[config.mk]
export PLATFORM = sky130hd
export DESIGN_NAME = ifu_prefetch
export DESIGN_NICKNAME = d
export VERILOG_FILES = /design/src/rtl/ifu_pkg.sv /design/src/rtl/ifu_fifo.sv /design/src/rtl/ifu_prefetch.sv
export SDC_FILE = /design/constraint.sdc
export NUM_CORES = 1
export LEC_CHECK = 0
export CORE_ASPECT_RATIO = 0.7
export CORE_MARGIN = 4
export CORE_UTILIZATION = 35
export DETAILED_ROUTE_END_ITERATION = 8
export PLACE_DENSITY_LB_ADDON = 0.1
export SETUP_SLACK_MARGIN = 0.3
export SYNTH_ARGS = -nofsm -noshare
export SYNTH_HDL_FRONTEND = slang
export SYNTH_SLANG_ARGS = --single-unit
[constraint.sdc]
create_clock -name clk -period 4.4 [get_ports clk]
set_input_delay 0.44 -clock clk [delete_from_list [all_inputs] [get_ports clk]]
set_output_delay 0.44 -clock clk [all_outputs]
set_load 0.05 [all_outputs]
[src/rtl/ifu_pkg.sv]
// Shared types and constants for the instruction fetch unit and its consumers.
// The optional response bypass is enabled by defining IFU_BYPASS_EN.
package ifu_pkg;

  localparam int IFU_PC_WIDTH   = 64;
  localparam int IFU_INST_WIDTH = 32;

  localparam logic [IFU_PC_WIDTH-1:0]   IFU_PC_STEP = 64'd4;
  // addi x0, x0, 0 -- what IF/ID loads when it is flushed
  localparam logic [IFU_INST_WIDTH-1:0] IFU_NOP     = 32'h0000_0013;

  typedef enum logic [1:0] {
    RUN   = 2'd0,
    WAIT  = 2'd1,
    DRAIN = 2'd2
  } ifu_state_e;

  typedef struct packed {
    logic [IFU_PC_WIDTH-1:0]   pc;
    logic [IFU_INST_WIDTH-1:0] inst;
  } fetch_entry_t;

endpackage

[src/rtl/ifu_fifo.sv]
// Prefetch buffer: synchronous FIFO of {pc, inst} with clear, registered head
// and an occupancy count used for request credit.
module ifu_fifo
  import ifu_pkg::*;
#(
  parameter  int DEPTH = 2,
  localparam int PW    = (DEPTH > 1) ? $clog2(DEPTH) : 1,
  localparam int CW    = $clog2(DEPTH + 1)
) (
  input  logic          clk,
  input  logic          rst,
  input  logic          push,
  input  fetch_entry_t  push_data,
  input  logic          pop,
  input  logic          clear,
  output fetch_entry_t  head,
  output logic [CW-1:0] count,
  output logic          empty
);

  fetch_entry_t  mem [DEPTH];
  logic [PW-1:0] wr_ptr;
  logic [PW-1:0] rd_ptr;

  // DEPTH is a power of two, so the pointers wrap naturally.
  always_ff @(posedge clk or negedge rst) begin
    if (!rst) begin
      wr_ptr <= '0;
      rd_ptr <= '0;
      count  <= '0;
      for (int i = 0; i < DEPTH; i++) mem[i] <= '0;
    end else if (clear) begin
      wr_ptr <= '0;
      rd_ptr <= '0;
      count  <= '0;
    end else begin
      if (push) begin
        mem[wr_ptr] <= push_data;
        wr_ptr      <= wr_ptr + PW'(1);
      end
      if (pop) rd_ptr <= rd_ptr + PW'(1);
      count <= count + CW'(push) - CW'(pop);
    end
  end

  assign head  = mem[rd_ptr];
  assign empty = (count == '0);

endmodule

[src/rtl/ifu_prefetch.sv]
// Instruction fetch unit: sequential PC generation, one-outstanding imem requests,
// prefetch FIFO to decode, EX redirect flush. Optional bypass: IFU_BYPASS_EN.
module ifu_prefetch
  import ifu_pkg::*;
#(
  parameter int                  PC_WIDTH   = IFU_PC_WIDTH,
  parameter int                  INST_WIDTH = IFU_INST_WIDTH,
  parameter int                  FIFO_DEPTH = 2,
  parameter logic [PC_WIDTH-1:0] RESET_PC   = 'h80000000
) (
  input  logic                  clk,
  input  logic                  rst,
  input  logic                  redirect_valid,
  input  logic [PC_WIDTH-1:0]   redirect_pc,
  output logic                  imem_req_valid,
  input  logic                  imem_req_ready,
  output logic [PC_WIDTH-1:0]   imem_req_addr,
  input  logic                  imem_resp_valid,
  input  logic [INST_WIDTH-1:0] imem_resp_inst,
  output logic                  out_valid,
  input  logic                  out_ready,
  output logic [PC_WIDTH-1:0]   out_pc,
  output logic [INST_WIDTH-1:0] out_inst,
  output ifu_state_e            dbg_state
);

  // Handshakes: a transfer happens on a cycle where valid && ready. imem_req_valid
  // never drops before ready except on redirect/reset; out_valid is void in a
  // redirect cycle; imem responses carry no ready and are accepted unconditionally.

  localparam int CW = $clog2(FIFO_DEPTH + 1);

  ifu_state_e          state_q, state_d;
  logic [PC_WIDTH-1:0] fetch_pc_q, fetch_pc_d;
  logic [PC_WIDTH-1:0] req_pc_q, req_pc_d;
  logic                armed_q;

  logic                req_fire;
  logic                outstanding;
  logic                credit_ok;
  logic                bypass_hit;
  logic                fifo_push;
  logic                fifo_pop;
  logic                fifo_empty;
  logic [CW-1:0]       fifo_count;
  fetch_entry_t        fifo_head;
  fetch_entry_t        push_entry;

  // Buffered entries plus the in-flight one may never exceed the FIFO size,
  // which is what makes a push into a full FIFO impossible.
  assign outstanding = (state_q != RUN);
  assign credit_ok   = (32'(fifo_count) + 32'(outstanding)) < 32'(FIFO_DEPTH);

  assign imem_req_valid = armed_q && (state_q == RUN) && credit_ok && !redirect_valid;
  assign imem_req_addr  = fetch_pc_q;
  assign req_fire       = imem_req_valid && imem_req_ready;

`ifdef IFU_BYPASS_EN
  assign bypass_hit = fifo_empty && imem_resp_valid && (state_q == WAIT) && !redirect_valid;
`else
  assign bypass_hit = 1'b0;
`endif

  assign out_valid = !redirect_valid && (!fifo_empty || bypass_hit);
  assign out_pc    = bypass_hit ? req_pc_q       : fifo_head.pc;
  assign out_inst  = bypass_hit ? imem_resp_inst : fifo_head.inst;
  assign fifo_pop  = !fifo_empty && out_ready && !redirect_valid;

  assign push_entry = '{pc: req_pc_q, inst: imem_resp_inst};
  assign dbg_state  = state_q;

  always_comb begin
    state_d    = state_q;
    fetch_pc_d = fetch_pc_q;
    req_pc_d   = req_pc_q;
    fifo_push  = 1'b0;
    if (redirect_valid) begin
      fetch_pc_d = redirect_pc & ~PC_WIDTH'(3);
      // A response landing in the redirect cycle retires the outstanding request.
      state_d = (state_q != RUN && !imem_resp_valid) ? DRAIN : RUN;
    end else begin
      case (state_q)
        RUN: begin
          if (req_fire) begin
            fetch_pc_d = fetch_pc_q + PC_WIDTH'(IFU_PC_STEP);
            req_pc_d   = fetch_pc_q;
            state_d    = WAIT;
          end
        end
        WAIT: begin
          if (imem_resp_valid) begin
            fifo_push = !(bypass_hit && out_ready);
            state_d   = RUN;
          end
        end
        DRAIN: begin
          if (imem_resp_valid) state_d = RUN;
        end
        default: state_d = RUN;
      endcase
    end
  end

  always_ff @(posedge clk or negedge rst) begin
    if (!rst) begin
      state_q    <= RUN;
      fetch_pc_q <= RESET_PC;
      req_pc_q   <= '0;
      armed_q    <= 1'b0;
    end else begin
      state_q    <= state_d;
      fetch_pc_q <= fetch_pc_d;
      req_pc_q   <= req_pc_d;
      armed_q    <= 1'b1;
    end
  end

  ifu_fifo #(
    .DEPTH (FIFO_DEPTH)
  ) u_fifo (
    .clk       (clk),
    .rst       (rst),
    .push      (fifo_push),
    .push_data (push_entry),
    .pop       (fifo_pop),
    .clear     (redirect_valid),
    .head      (fifo_head),
    .count     (fifo_count),
    .empty     (fifo_empty)
  );

endmodule

==> flow_summary_export.csv, run 1 <==
group,metric,value,unit
run_status,status,"finished clean",
critical_path,cp-start-kind,"register",
floorplanning,start_util,0.356,
pwr,p_seq_frac,0.374,
sta,fin_skew,0.0273,ns
pwr,p_leak,0.00867,µW
yosys,synth-seq-cells,319,
detailed_routing,drt-pass1-iter-count,5,
pwr,intPower,6620,µW
sta,slew_headroom,0.333,
sta,setup_tns,0,ns
pwr,switchingPower,3650,µW
floorplanning,die_w,252,µm
critical_path,critPathKind,"reg2out",
yosys,yosys_most_used_dff,"dfrtp_1",
sta,min_period_over_period,0.742,
detailed_routing,drc,0,
clock_network,cts_buffer_depth,3,
detailed_routing,drtIter0Drc,636,
finish,layoutNonFillerInstCount,2081,
yosys,synth_edf_count,0,
finish,final_util,0.466,
critical_path,r2r_end,"imem_req_addr[13]$_DFFE_PN0P_",
grt,grt_pass1_vias,11086,
floorplanning,die_h,179,µm
finish,layout-drive-gt1-share,0.253,
clock_network,cts_buffers,36,
critical_path,critPathSlowestCell,"dfrtp_4",
clock_network,hold_buffers,0,
sta,post-route-min-period,3.26,ns
yosys,synth_area,14600,µm²
min_path,min_path_type,"in2async",
floorplanning,num_rows,62,
detailed_routing,drtAntennaViolNets,0,
critical_path,rrSetupSlack,1.30,ns
grt,grtUsageTotal,0.193,
detailed_routing,routed_wl,44100,µm
critical_path,worstPathArrival,2.82,ns
yosys,async_flop_share,1.00,
floorplanning,ioPinCount,266,
finish,final_cell_mix,"dfrtp_1, mux2_2, clkdlybuf4s50_1",
grt,antenna_found_initial,1,
critical_path,cp_top_family,"buffers and inverters",
yosys,yosysTopAreaCell,"dfrtp_1",
finish,nNetsFinal,1617,
sta,final-hold-violation-count,0,
yosys,yosysWarnings,0,
critical_path,crit_required,3.96,ns
clock_network,clock_latency,0.54,ns
placement,gp_congestion,0.807,
clock_network,ctsResizeCount,0,
grt,grt_max_degree,126,
sta,grt_setup_unrepaired,"false",
pwr,p_clk_frac,0.301,
floorplanning,core,41100,µm²
yosys,avgSynthCellArea,11.6,µm²
detailed_routing,num_vias,10773,
sta,tightest_slew,1.00,ns
yosys,synthCells,1256,
critical_path,timing.rr.start,"dbg_state[1]$_DFFE_PN0P_",
clock_network,clk_pin_slew,0.06,ns
run,maxCapViolCount,0,
sta,setup_violations,0,
finish,layout_commonest_cell,"dfrtp_1",
critical_path,critPathCaptureType,"output port",
pwr,power.density,537,nW/µm²
placement,port_buffers,259,
grt,grt_pass1_wl,68200,µm
pwr,ir_worst_vdd,0.319,mV
critical_path,path_cells,"buf_4, mux2_2, clkdlybuf4s50_1",
clock_network,cts-root-buf,"clkbuf_16",
critical_path,worstPathMaxFanout,26,
clock_network,cts_tree,"done",
pwr,p_comb_frac,0.325,
clock_network,post-cts-setup-buffers,0,
floorplanning,dieArea,45200,µm²
grt,grt-ovfl-total,0,
detailed_routing,vias_per_cell,5.18,
critical_path,path_buf_inv,2,
yosys,yosys-top-cells-area,"dfrtp_1, mux2_2, nand2_1",
detailed_routing,wire_per_inst,21.2,µm
clock_network,cts_num_sinks,319,
clock_network,cts-htree-levels,2,
critical_path,worst_path_largest_cell_delay,0.72,ns
yosys,ys_seq_area_frac,0.546,
placement,dp.cells,2016,
yosys,synth_top_cell_area_share,0.544,
placement,dp_hpwl,30400,µm
finish,fill_cells,3835,
critical_path,reg2reg_depth,10,
sta,final_max_slew_viol_count,0,
sta,max_freq,306,MHz
finish,syn_to_final_growth,30.9,%
pwr,swShare,0.356,
yosys,ys_types,62,
-- how the worst max path moves through the flow --
stage	slack (ns)	depth (start not counted)	from	endpoint
3_3_place_gp	1.31	7	imem_req_ready	imem_req_addr[13]$_DFFE_PN0P_
6_report	1.14	3	u_fifo.rd_ptr$_DFFE_PN0P_	out_pc[27]
2_1_floorplan	1.84	11	dbg_state[1]$_DFFE_PN0P_	req_pc_q[5]$_DFFE_PN0P_
5_1_grt	1.03	3	u_fifo.rd_ptr$_DFFE_PN0P_	out_pc[27]
3_5_place_dp	1.24	7	imem_req_ready	imem_req_addr[13]$_DFFE_PN0P_
4_1_cts	1.08	3	u_fifo.rd_ptr$_DFFE_PN0P_	out_pc[27]
-- per-layer routing --
layer	vias to the layer above	track usage	share of wire
li1	4985	-	-
met1	5511	0.282	0.48
met2	231	0.301	0.45
met3	46	0.0367	0.048
met4	0	0.0427	0.017
met5	-	0	0
-- kinds of logic after synthesis --
family / after synthesis / share of synthesized area
adder cells (fa/ha/maj): 5 / 0.00428
AND/OR/NAND/NOR: 421 / 0.140
multiplexers: 289 / 0.222
AO/OA/AOI/OAI: 116 / 0.0545
buffers and inverters: 89 / 0.0243
flip-flops: 319 / 0.546
XOR/XNOR: 15 / 0.00898
other: 2 / 0.000513
-- flip-flops by register name, indices dropped and copies added (netlist names) --
register       flops
dbg_state          2
u_fifo.mem       188
armed_q            1
imem_req_addr     62
u_fifo.count       2
u_fifo.rd_ptr      1
u_fifo.wr_ptr      1
req_pc_q          62
-- stage by stage --
step	power, µW	area [µm²]	worst slack (ns)	hold slack, ns
CTS	10400	19100	1.08	0.0843
global route	10800	19100	1.03	0.121
finish	10300	19100	1.14	0.0450
detailed placement	7260	17900	1.24	0.482
global placement	7220	17900	1.31	0.480
floorplan	6030	14600	1.84	0.144
-- Yosys cell counts, types with 7 or more instances --
cell type / number
nor2_1: 37
nand3_1: 40
o211ai_1: 14
buf_1: 15
or4_1: 12
a31oi_1: 10
and2_1: 8
o21ai_0: 36
clkbuf_1: 47
or3_1: 9
nor4_1: 14
xnor2_1: 8
nor3_1: 13
a21oi_1: 8
o311ai_0: 7
inv_1: 17
xor2_1: 7
nand4_1: 26
mux2_2: 283
and3_1: 13
nand2_1: 225
dfrtp_1: 318
-- final cells by class --
cell class | count | area, µm² | area share
antenna | 1 | 2.50 | 0.000131
clock buffer | 55 | 1110 | 0.0582
clock inverter | 9 | 109 | 0.00568
inverter | 18 | 67.6 | 0.00353
multi-input combinational | 851 | 6320 | 0.330
sequential | 319 | 7990 | 0.417
tap | 544 | 681 | 0.0355
timing repair buffer | 284 | 2870 | 0.150
-- power groups by stage --
stage	clock [µW]	combinational, µW	sequential (µW)
after floorplan	0	2060	3970
after global placement	0	3350	3870
after detailed placement	0	3370	3900
after CTS	3180	3380	3850
after global routing	3300	3530	3930
final	3090	3340	3850
No activity file was read; power rests on OpenSTA's default activity.
==> run 2, diff against run 1 <==
==> constraint.sdc (replaced) <==
create_clock -name clk -period 3.2 [get_ports clk]
set_input_delay 0.32 -clock clk [delete_from_list [all_inputs] [get_ports clk]]
set_output_delay 0.32 -clock clk [all_outputs]
set_load 0.05 [all_outputs]
==> flow_summary_export.csv, run 2 (synthesis gave the netlist of run 1 again) <==
group,metric,value,unit
critical_path,crit_required,2.88,ns
sta,min_period_over_period,0.875,
finish,layout-drive-gt1-share,0.263,
detailed_routing,drtIter0Drc,646,
grt,grt.busiest_layer,"met2",
sta,post-route-min-period,2.80,ns
sta,setup_tns,0,ns
pwr,p_leak,0.00911,µW
pwr,power.density,729,nW/µm²
floorplanning,core,41100,µm²
finish,largest_register_ffs,188,
grt,grt.met1_usage,0.287,
pwr,switchingPower,5000,µW
detailed_routing,num_vias,10885,
sta,fin_skew,0.0197,ns
grt,antenna_found_initial,3,
detailed_routing,routed_wl,44500,µm
pwr,p_clk_frac,0.306,
clock_network,clock_latency,0.53,ns
sta,grt_setup_unrepaired,"false",
critical_path,reg2reg_depth,9,
floorplanning,dieArea,45200,µm²
grt,grtUsageTotal,0.194,
clock_network,clk_pin_slew,0.06,ns
grt,use_met2,0.295,
sta,final_max_slew_viol_count,0,
detailed_routing,drt-pass1-iter-count,5,
sta,tightest_slew,0.871,ns
detailed_routing,vias_per_cell,5.17,
sta,setup_violations,0,
clock_network,cts-root-buf,"clkbuf_16",
finish,layout_commonest_cell,"dfrtp_1",
run,maxCapViolCount,0,
finish,final_cell_mix,"dfrtp_1, mux2_2, nand2_1",
finish,final_util,0.471,
run_status,status,"finished clean",
detailed_routing,drc,0,
pwr,p_total,14100,µW
grt,grt-ovfl-total,0,
placement,placedInstanceArea,18100,µm²
finish,top_register,"u_fifo.mem",
pwr,swShare,0.354,
sta,hold_ws,0.0864,ns
floorplanning,die_w,252,µm
grt,grt_max_degree,98,
floorplanning,num_rows,62,
critical_path,cp-start-kind,"register",
pwr,p_comb_frac,0.319,
floorplanning,ioPinCount,266,
detailed_routing,wire_per_inst,21.2,µm
finish,final_area,19400,µm²
clock_network,cts_buffer_depth,3,
placement,gp_congestion,0.802,
grt,grt_pass1_wl,68200,µm
sta,max_freq,357,MHz
clock_network,cts_buffers,36,
placement,dp_hpwl,31000,µm
critical_path,critPathCaptureType,"output port",
grt,grt_pass1_vias,11096,
critical_path,worstPathMaxFanout,31,
sta,final-hold-violation-count,0,
clock_network,cts-htree-levels,2,
min_path,worstHoldPathCells,2,
sta,slew_headroom,0.415,
pwr,ir_worst_vdd,0.411,mV
critical_path,critPathKind,"reg2out",
clock_network,cts_num_sinks,319,
clock_network,cts_tree,"done",
detailed_routing,drtAntennaViolNets,0,
min_path,min_path_type,"in2reg",
floorplanning,start_util,0.356,
placement,port_buffers,259,
pwr,intPower,9110,µW
floorplanning,die_h,179,µm
finish,nNetsFinal,1639,
finish,syn_to_final_growth,32.3,%
critical_path,worstPathArrival,2.48,ns
grt,grtUsageMet3,0.0390,
pwr,p_seq_frac,0.375,
[run 2: cell count changes in the layout (fill, tap and decap cells not counted), moves of 3 or more]
cell             previous run  this run
clkbuf_8                   12         9
clkinv_2                    3         8
dlymetal6s2s_1              0        16
clkdlybuf4s50_1           257       212
buf_4                      18        37
inv_6                       3         0
dlygate4sd2_1               0        29
[run 2: final timing paths]
path | slack [ns] | endpoint | start
worst min-delay path | 0.09 | u_fifo.wr_ptr$_DFFE_PN0P_ | redirect_valid
max in group asynchronous | 1.84 | u_fifo.mem[107]$_DFFE_PN0P_ | rst
worst max register to register | 0.73 | imem_req_addr[33]$_DFFE_PN0P_ | dbg_state[1]$_DFFE_PN0P_
worst max-delay path | 0.40 | out_pc[17] | u_fifo.rd_ptr$_DFFE_PN0P_
min in group asynchronous | 0.47 | req_pc_q[11]$_DFFE_PN0P_ | rst
worst min register to register | 0.49 | req_pc_q[49]$_DFFE_PN0P_ | req_pc_q[49]$_DFFE_PN0P_
[run 2: per-stage QoR]
step | setup slack (ns) | std cells
2_1_floorplan | 0.641 | 1259
3_3_place_gp | 0.717 | 2036
3_5_place_dp | 0.715 | 2036
4_1_cts | 0.300 | 2102
5_1_grt | 0.303 | 2104
6_report | 0.399 | 2104
[run 2: repair_timing]
| item | 4_1_cts | 5_1_grt |
|---|---|---|
| setup buffers | 1 | 0 |
| gates resized for setup | 29 | 16 |
| endpoints found under the hold margin | 89 | 0 |
| hold buffers | 1 | 0 |
| setup endpoints to repair | 73 | 16 |
[run 2: worst max-delay path: stages (launching register included)]
cell	delay, ns
dfrtp_4	0.58
buf_12	0.27
mux2_2	0.37
clkdlybuf4s50_1	0.72
[run 2: cell type report]
cell class                 count  area, µm²
inverter                      18       67.6
clock buffer                  51       1070
tap                          544        681
fill                        3828      21800
antenna                        2       5.00
clock inverter                13        168
multi-input combinational    851       6320
sequential                   319       7990
timing repair buffer         306       3060
[run 2: power groups by stage]
stage / Clock, µW / Combinational (µW) / Sequential [µW]
after global routing: 4610 / 4760 / 5390
after CTS: 4460 / 4570 / 5290
after detailed placement: 0 / 4640 / 5360
after global placement: 0 / 4620 / 5320
final: 4320 / 4500 / 5290
after floorplan: 0 / 2830 / 5460
[run 2: layer usage]
metal | up-vias | wire [µm]
li1 | 5035 | -
met1 | 5538 | 21300
met2 | 254 | 20100
met3 | 56 | 2330
met4 | 2 | 806
met5 | - | 13
==> run 3, diff against run 2 <==
--- a/config.mk
+++ b/config.mk
@@ -11,6 +11,8 @@
 export DETAILED_ROUTE_END_ITERATION = 8
 export PLACE_DENSITY_LB_ADDON = 0.1
 export SETUP_SLACK_MARGIN = 0.3
+export SKIP_LAST_GASP = 1
+export SLEW_MARGIN = 15
 export SYNTH_ARGS = -nofsm -noshare
 export SYNTH_HDL_FRONTEND = slang
 export SYNTH_SLANG_ARGS = --single-unit
==> results of run 3 <==
Same layout as run 2: the final DEF is identical, and so are final timing and power.
